## config.mk

```make
export PLATFORM = sky130hd
export DESIGN_NAME = alu_operand_fetch_flat
export DESIGN_NICKNAME = d
export VERILOG_FILES = /design/src/rtl/alu_pkg.sv /design/src/rtl/alu_operand_fetch_if.sv /design/src/rtl/regfile_2r1w.sv /design/src/rtl/alu_operand_fetch.sv /design/src/flat_wrapper.sv
export SDC_FILE = /design/constraint.sdc
export NUM_CORES = 2
export LEC_CHECK = 0
export BUFFER_PORTS_ARGS = -buffer_cell sky130_fd_sc_hd__buf_2
export CAP_MARGIN = 25
export CORE_ASPECT_RATIO = 1.2
export CORE_MARGIN = 4
export CORE_UTILIZATION = 35
export DETAILED_ROUTE_END_ITERATION = 16
export SYNTH_ARGS = -nofsm -noshare
export SYNTH_HDL_FRONTEND = slang
export SYNTH_SLANG_ARGS = --single-unit
export TNS_END_PERCENT = 50
```

## constraint.sdc

```tcl
create_clock -name clk -period 4.5 [get_ports clk]
set_input_delay 0.9 -clock clk [delete_from_list [all_inputs] [get_ports clk]]
set_output_delay 0.9 -clock clk [all_outputs]
set_load 0.01 [all_outputs]
```

## src/rtl/alu_pkg.sv

```systemverilog
// Shared types and field positions for the ALU operand-fetch stage.
package alu_pkg;

    localparam int unsigned XLEN  = 32;
    localparam int unsigned NREGS = 32;
    localparam int unsigned RAW   = $clog2(NREGS);

    localparam int unsigned FUNCT_LSB = 28;
    localparam int unsigned IMMSEL_BIT = 27;
    localparam int unsigned RD_LSB    = 22;
    localparam int unsigned RS_LSB    = 17;
    localparam int unsigned RT_LSB    = 12;
    localparam int unsigned SHAMT_LSB = 7;
    localparam int unsigned IMM_LSB   = 0;

    typedef logic [3:0]     funct_t;
    typedef logic [RAW-1:0] reg_addr_t;

    typedef struct packed {
        logic [XLEN-1:0] a;
        logic [XLEN-1:0] b;
        logic [4:0]      shamt;
        funct_t          funct;
        reg_addr_t       rd;
    } bundle_t;

    typedef enum logic {StEmpty, StFull} out_state_e;

    function automatic logic [XLEN-1:0] sext_imm(input logic [15:0] imm);
        return {{(XLEN-16){imm[15]}}, imm};
    endfunction

endpackage

```

## src/rtl/alu_operand_fetch_if.sv

```systemverilog
// Instruction-in, operand-bundle-out and writeback signals of the operand-fetch stage.
interface alu_operand_fetch_if;
    import alu_pkg::*;

    logic            in_valid;
    logic            in_ready;
    logic [31:0]     instr;
    logic            out_valid;
    logic            out_ready;
    logic [XLEN-1:0] a;
    logic [XLEN-1:0] b;
    logic [4:0]      shamt;
    funct_t          funct;
    reg_addr_t       rd;
    logic            wb_en;
    reg_addr_t       wb_addr;
    logic [XLEN-1:0] wb_data;

    modport master (
        output in_valid, instr, out_ready, wb_en, wb_addr, wb_data,
        input  in_ready, out_valid, a, b, shamt, funct, rd
    );

    modport slave (
        input  in_valid, instr, out_ready, wb_en, wb_addr, wb_data,
        output in_ready, out_valid, a, b, shamt, funct, rd
    );

endinterface

```

## src/rtl/regfile_2r1w.sv

```systemverilog
// Two-read one-write register file with write-to-read bypass; r0 is hardwired to zero.
module regfile_2r1w
    import alu_pkg::*;
(
    input  logic            clk,
    input  logic            rst_n,
    input  reg_addr_t       raddr_a,
    input  reg_addr_t       raddr_b,
    output logic [XLEN-1:0] rdata_a,
    output logic [XLEN-1:0] rdata_b,
    input  logic            we,
    input  reg_addr_t       waddr,
    input  logic [XLEN-1:0] wdata
);

    logic [XLEN-1:0] mem [NREGS];

    always_ff @(posedge clk or negedge rst_n) begin
        if (!rst_n) begin
            for (int i = 0; i < NREGS; i++) mem[i] <= '0;
        end else if (we && waddr != '0) begin
            mem[waddr] <= wdata;
        end
    end

    always_comb begin
        rdata_a = mem[raddr_a];
        if (raddr_a == '0)                rdata_a = '0;
        else if (we && waddr == raddr_a)  rdata_a = wdata;
    end

    always_comb begin
        rdata_b = mem[raddr_b];
        if (raddr_b == '0)                rdata_b = '0;
        else if (we && waddr == raddr_b)  rdata_b = wdata;
    end

endmodule

```

## src/rtl/alu_operand_fetch.sv

```systemverilog
// Operand fetch ahead of the ALU: regfile read, busy-bit RAW interlock and a registered
// valid/ready output stage.
module alu_operand_fetch
    import alu_pkg::*;
(
    input logic                clk,
    input logic                rst_n,
    alu_operand_fetch_if.slave bus
);

    reg_addr_t       rs, rt, rd_f;
    logic            imm_sel;
    logic [XLEN-1:0] rs_val, rt_val;
    logic [NREGS-1:0] busy_q, busy_d;
    out_state_e      state_q, state_d;
    bundle_t         out_q, out_d;
    logic            rs_blocked, rt_blocked, hazard, accept;

    assign rs      = bus.instr[RS_LSB +: RAW];
    assign rt      = bus.instr[RT_LSB +: RAW];
    assign rd_f    = bus.instr[RD_LSB +: RAW];
    assign imm_sel = bus.instr[IMMSEL_BIT];

    regfile_2r1w u_regfile (
        .clk     (clk),
        .rst_n   (rst_n),
        .raddr_a (rs),
        .raddr_b (rt),
        .rdata_a (rs_val),
        .rdata_b (rt_val),
        .we      (bus.wb_en),
        .waddr   (bus.wb_addr),
        .wdata   (bus.wb_data)
    );

    // A source being written back this cycle is served by the bypass, so it never blocks.
    assign rs_blocked = busy_q[rs] && !(bus.wb_en && bus.wb_addr == rs);
    assign rt_blocked = !imm_sel && busy_q[rt] && !(bus.wb_en && bus.wb_addr == rt);
    assign hazard     = rs_blocked || rt_blocked;

    assign bus.in_ready = rst_n && (state_q == StEmpty || bus.out_ready) && !hazard;
    assign accept       = bus.in_valid && bus.in_ready;

    always_comb begin
        busy_d = busy_q;
        if (bus.wb_en) busy_d[bus.wb_addr] = 1'b0;
        if (accept && rd_f != '0) busy_d[rd_f] = 1'b1;
        busy_d[0] = 1'b0;
    end

    always_comb begin
        out_d = out_q;
        if (accept) begin
            out_d.a     = rs_val;
            out_d.b     = imm_sel ? sext_imm(bus.instr[IMM_LSB +: 16]) : rt_val;
            out_d.shamt = bus.instr[SHAMT_LSB +: 5];
            out_d.funct = bus.instr[FUNCT_LSB +: 4];
            out_d.rd    = rd_f;
        end
    end

    always_comb begin
        state_d = state_q;
        unique case (state_q)
            StEmpty: if (accept) state_d = StFull;
            StFull:  if (!accept && bus.out_ready) state_d = StEmpty;
            default: state_d = StEmpty;
        endcase
    end

    always_ff @(posedge clk or negedge rst_n) begin
        if (!rst_n) begin
            state_q <= StEmpty;
            busy_q  <= '0;
            out_q   <= '0;
        end else begin
            state_q <= state_d;
            busy_q  <= busy_d;
            out_q   <= out_d;
        end
    end

    assign bus.out_valid = (state_q == StFull);
    assign bus.a         = out_q.a;
    assign bus.b         = out_q.b;
    assign bus.shamt     = out_q.shamt;
    assign bus.funct     = out_q.funct;
    assign bus.rd        = out_q.rd;

endmodule

```

## src/flat_wrapper.sv

```systemverilog
// flat-port wrapper written by rule: the top's interface ports become plain ports
module alu_operand_fetch_flat import alu_pkg::*;
  (clk, rst_n, bus_in_valid, bus_instr, bus_out_ready, bus_wb_en, bus_wb_addr, bus_wb_data, bus_in_ready, bus_out_valid, bus_a, bus_b, bus_shamt, bus_funct, bus_rd);
  alu_operand_fetch_if bus_i ();
  input logic clk;
  input logic rst_n;
  input wire logic [$bits(bus_i.in_valid)-1:0] bus_in_valid;
  input wire logic [$bits(bus_i.instr)-1:0] bus_instr;
  input wire logic [$bits(bus_i.out_ready)-1:0] bus_out_ready;
  input wire logic [$bits(bus_i.wb_en)-1:0] bus_wb_en;
  input wire logic [$bits(bus_i.wb_addr)-1:0] bus_wb_addr;
  input wire logic [$bits(bus_i.wb_data)-1:0] bus_wb_data;
  output wire logic [$bits(bus_i.in_ready)-1:0] bus_in_ready;
  output wire logic [$bits(bus_i.out_valid)-1:0] bus_out_valid;
  output wire logic [$bits(bus_i.a)-1:0] bus_a;
  output wire logic [$bits(bus_i.b)-1:0] bus_b;
  output wire logic [$bits(bus_i.shamt)-1:0] bus_shamt;
  output wire logic [$bits(bus_i.funct)-1:0] bus_funct;
  output wire logic [$bits(bus_i.rd)-1:0] bus_rd;
  assign bus_i.in_valid = bus_in_valid;
  assign bus_i.instr = bus_instr;
  assign bus_i.out_ready = bus_out_ready;
  assign bus_i.wb_en = bus_wb_en;
  assign bus_i.wb_addr = bus_wb_addr;
  assign bus_i.wb_data = bus_wb_data;
  assign bus_in_ready = bus_i.in_ready;
  assign bus_out_valid = bus_i.out_valid;
  assign bus_a = bus_i.a;
  assign bus_b = bus_i.b;
  assign bus_shamt = bus_i.shamt;
  assign bus_funct = bus_i.funct;
  assign bus_rd = bus_i.rd;
  alu_operand_fetch u_core (.clk(clk), .rst_n(rst_n), .bus(bus_i));
endmodule
```

==> results.sh <==
export IMPL_worstSkewPairLatency_ps=760
export IMPL_yosysSeqAreaShare_pct=47.1
export IMPL_synth_fp_nets=4191
export IMPL_status="finished clean"
export IMPL_critical_path_arrival_ps=2890
export IMPL_maxCapViolations=0
export IMPL_grt_usage_pct=22.0
export IMPL_ys_top_cells_by_area="dfrtp_1, mux2_2, mux4_2, mux2i_1, clkbuf_1"
export IMPL_path_clk_slew_ps=60
export IMPL_finalSetupTns_ps=0
export IMPL_ys_flop_type="dfrtp_1"
export IMPL_synthMuxAreaShare_pct=41.8
export IMPL_max_stage_delay_ps=590
export IMPL_die_h_um=462
export IMPL_syn_inst=4117
export IMPL_clk_path_buf_depth=3
export IMPL_synth_top_family_by_area="multiplexers"
export IMPL_ys_seq_elements=1134
export IMPL_ios=154
export IMPL_slew_headroom_pct=27.0
export IMPL_slew_violations=0
export IMPL_grt_overflow=0
export IMPL_areaGrowthSynthToFinish_pct=12.2
export IMPL_setup_violations=0
export IMPL_die_area_um2=179000
export IMPL_drc_errors=0
export IMPL_dr_pass1_iters=7
export IMPL_path_max_fanout=19
export IMPL_path_class="input pin to output pin"
export IMPL_grt_pass1_vias=40200
export IMPL_finalHoldViolCount=0
export IMPL_start_util_pct=35.3
export IMPL_min_period_ps=3790
export IMPL_synthXorXnorAreaFrac_pct=0.145
export IMPL_rsz0062_at_grt="false"
export IMPL_cts_resized=0
export IMPL_yosys_area_share_adder_pct=0
export IMPL_dieWidth_um=387
export IMPL_grt_antenna_before_repair=20
export IMPL_synthDistinctLibCells=69
export IMPL_required_ps=3600
export IMPL_path_cells="buf_8 > mux4_2 > a2111oi_1 > o211a_1 > a311o_1 > o31a_1 > buf_2"
export IMPL_cp_end_kind="output pin"
export IMPL_p_leak_uw=0.0289
export IMPL_portBuffers=153
export IMPL_drtAntennaViolNets=0
export IMPL_worst_ir_drop_vdd_uv=367
export IMPL_n_fill_cell=15900
export IMPL_post_route_cells_drive_above_1_share_pct=49.3
export IMPL_grt_pass1_wl_um=294000
export IMPL_synth_compound_area_share_pct=5.41
export IMPL_viasPerCell=6.06
export IMPL_power_density_nw_per_um2=452
export IMPL_grt_max_degree=177
export IMPL_first_iter_violations=4030
export IMPL_cts_hold_buffers_added=0
export IMPL_cts_root_buffer="clkbuf_16"
export IMPL_synthSimpleGateAreaFrac_pct=2.11
export IMPL_synthArstFlopShare_pct=100
export IMPL_fp_coreArea_um2=171000
export IMPL_reg2reg_setup_slack_ps=1370
export IMPL_h_tree_depth=3
export IMPL_cts_tree="yes"
export IMPL_hold_class="input pin to asynchronous set/reset pin"
export IMPL_synth_edf_count=0
export IMPL_postCtsSetupBuffers=0
export IMPL_period_share_pct=84.2
export IMPL_fin_util_pct=39.6
export IMPL_cts_buffers=115
export IMPL_cts_sinks=1134
export IMPL_wl_um=200000
export IMPL_yosysWarnings=0
export IMPL_fmaxAchievable_ghz=0.264
export IMPL_wl_per_cell_um=31.2
export IMPL_synth_top_area_share_pct=47.1
export IMPL_cp_slowest_cell="mux4_2"
export IMPL_fin_nets=4117
export IMPL_fin_worst_skew_ps=52.0
export IMPL_hpwl_um=111000
export IMPL_tightest_slew_ps=1090
export IMPL_cp_start_kind="input pin"
export IMPL_avgSynthCellArea_um2=14.6
export IMPL_finalWeightedCongestion=0.793
export IMPL_syn_area_um2=60200
export IMPL_num_vias=38900
export IMPL_synth_top_cell_by_area="dfrtp_1"
export IMPL_num_rows=166
synthesized netlist by cell type (all sizes together) (5+ instances only):
| library cell | instances |
|---|---|
| o41ai | 5 |
| and2 | 6 |
| dfrtp | 1134 |
| nor3 | 12 |
| nor2b | 10 |
| mux4 | 456 |
| nor3b | 7 |
| nor2 | 53 |
| a32oi | 27 |
| xnor2 | 6 |
| inv | 6 |
| or2 | 5 |
| a32o | 32 |
| o21ai | 64 |
| nand3b | 7 |
| o32ai | 11 |
| o211ai | 15 |
| buf | 181 |
| o22ai | 20 |
| nand3 | 31 |
| mux2i | 294 |
| a21oi | 54 |
| clkbuf | 277 |
| a31oi | 16 |
| o31ai | 33 |
| nand2 | 110 |
| a211oi | 20 |
| mux2 | 1058 |
| nand2b | 16 |
| a22oi | 101 |
| o221ai | 19 |
placed cells by master, fill, tap and decap left out, types with 20 or more instances in the layout:
cell type and count:
a21oi_1 54, nand3_1 31, o22ai_1 20, nor2_4 20, nand2_1 94, mux4_2 455, clkbuf_1 25, buf_12 40
o31ai_1 33, nor2_1 30, a32o_1 32, a22oi_1 101, clkbuf_16 117, mux2i_1 294, mux2_2 1052, dfrtp_1 1134
o21ai_0 64, buf_2 147, a32oi_1 27, buf_4 74, clkbuf_8 25, clkinv_2 20
layout make-up:
cell class	count	area, um2	area share (%)
Clock buffer	167	3370	4.98
Antenna cell	12	30.0	0.0444
Multi-Input combinational cell	2517	30000	44.5
Tap cell	2268	2840	4.20
Sequential cell	1134	28400	42.0
Timing Repair Buffer	268	2200	3.25
Inverter	7	33.8	0.0500
Clock inverter	45	693	1.03
through the flow:
stage	cell area [um2]	worst slack [ps]	hold WS [ps]	total power, uW	cells
floorplan	60200	1030	441	18100	4117
finish	67600	713	366	30600	6418
global route	67600	636	364	31900	6407
global placement	63400	578	378	20100	6191
CTS	67500	740	315	30800	6404
detailed placement	63500	575	385	20300	6192
logic make-up (layout without fill, tap and decap cells):
family,count (synthesis),in the layout
flip-flops,1134,1134
AND/OR/NAND/NOR,269,269
other,0,12
AO/OA/AOI/OAI,430,430
XOR/XNOR,10,10
buffers and inverters,466,487
multiplexers,1808,1808
sequential cells by signal (all words and copies together), names as in the netlist:
name and flops:
u_core.bus.shamt 5, u_core.bus.b 32, u_core.u_regfile.mem 1024, u_core.bus.a 32
u_core.bus.funct 4, u_core.busy_q 31, u_core.bus.out_valid 1, u_core.bus.rd 5
metal layers:
metal	GRT usage (%)	up-vias	wire length (um)
met2	34.5	1531	92800
li1	-	15700	-
met3	4.44	364	15700
met5	0	-	76
met1	30.8	21300	84700
met4	7.30	12	6890
power breakdown:
part | leakage, uW | switching [uW] | internal (uW)
clock network | 0.00200 | 4350 | 6050
logic | 0.0124 | 2730 | 3670
registers | 0.0145 | 1530 | 12200
total | 0.0289 | 8610 | 22000
final timing paths:
check	start	to	depth (start not counted)
worst min register to register	u_core.u_regfile.mem[998]$_DFFE_PN0P_	u_core.u_regfile.mem[998]$_DFFE_PN0P_	0
max in group asynchronous	rst_n	u_core.u_regfile.mem[134]$_DFFE_PN0P_	3
min in group clk	bus_instr[31]	u_core.bus.funct[3]$_DFFE_PN0P_	2
worst max-delay path	bus_instr[12]	bus_in_ready	7
worst min-delay path	rst_n	u_core.u_regfile.mem[751]$_DFFE_PN0P_	2
worst max register to register	u_core.busy_q[27]$_DFF_PN0_	u_core.bus.b[3]$_DFFE_PN0P_	7
critical path, delay by kind of cell:
family	cells	cell delay [ps]
multiplexers	1	590
buffers and inverters	2	370
AO/OA/AOI/OAI	4	1010
Note: power is estimated with default switching activity, not from simulation.
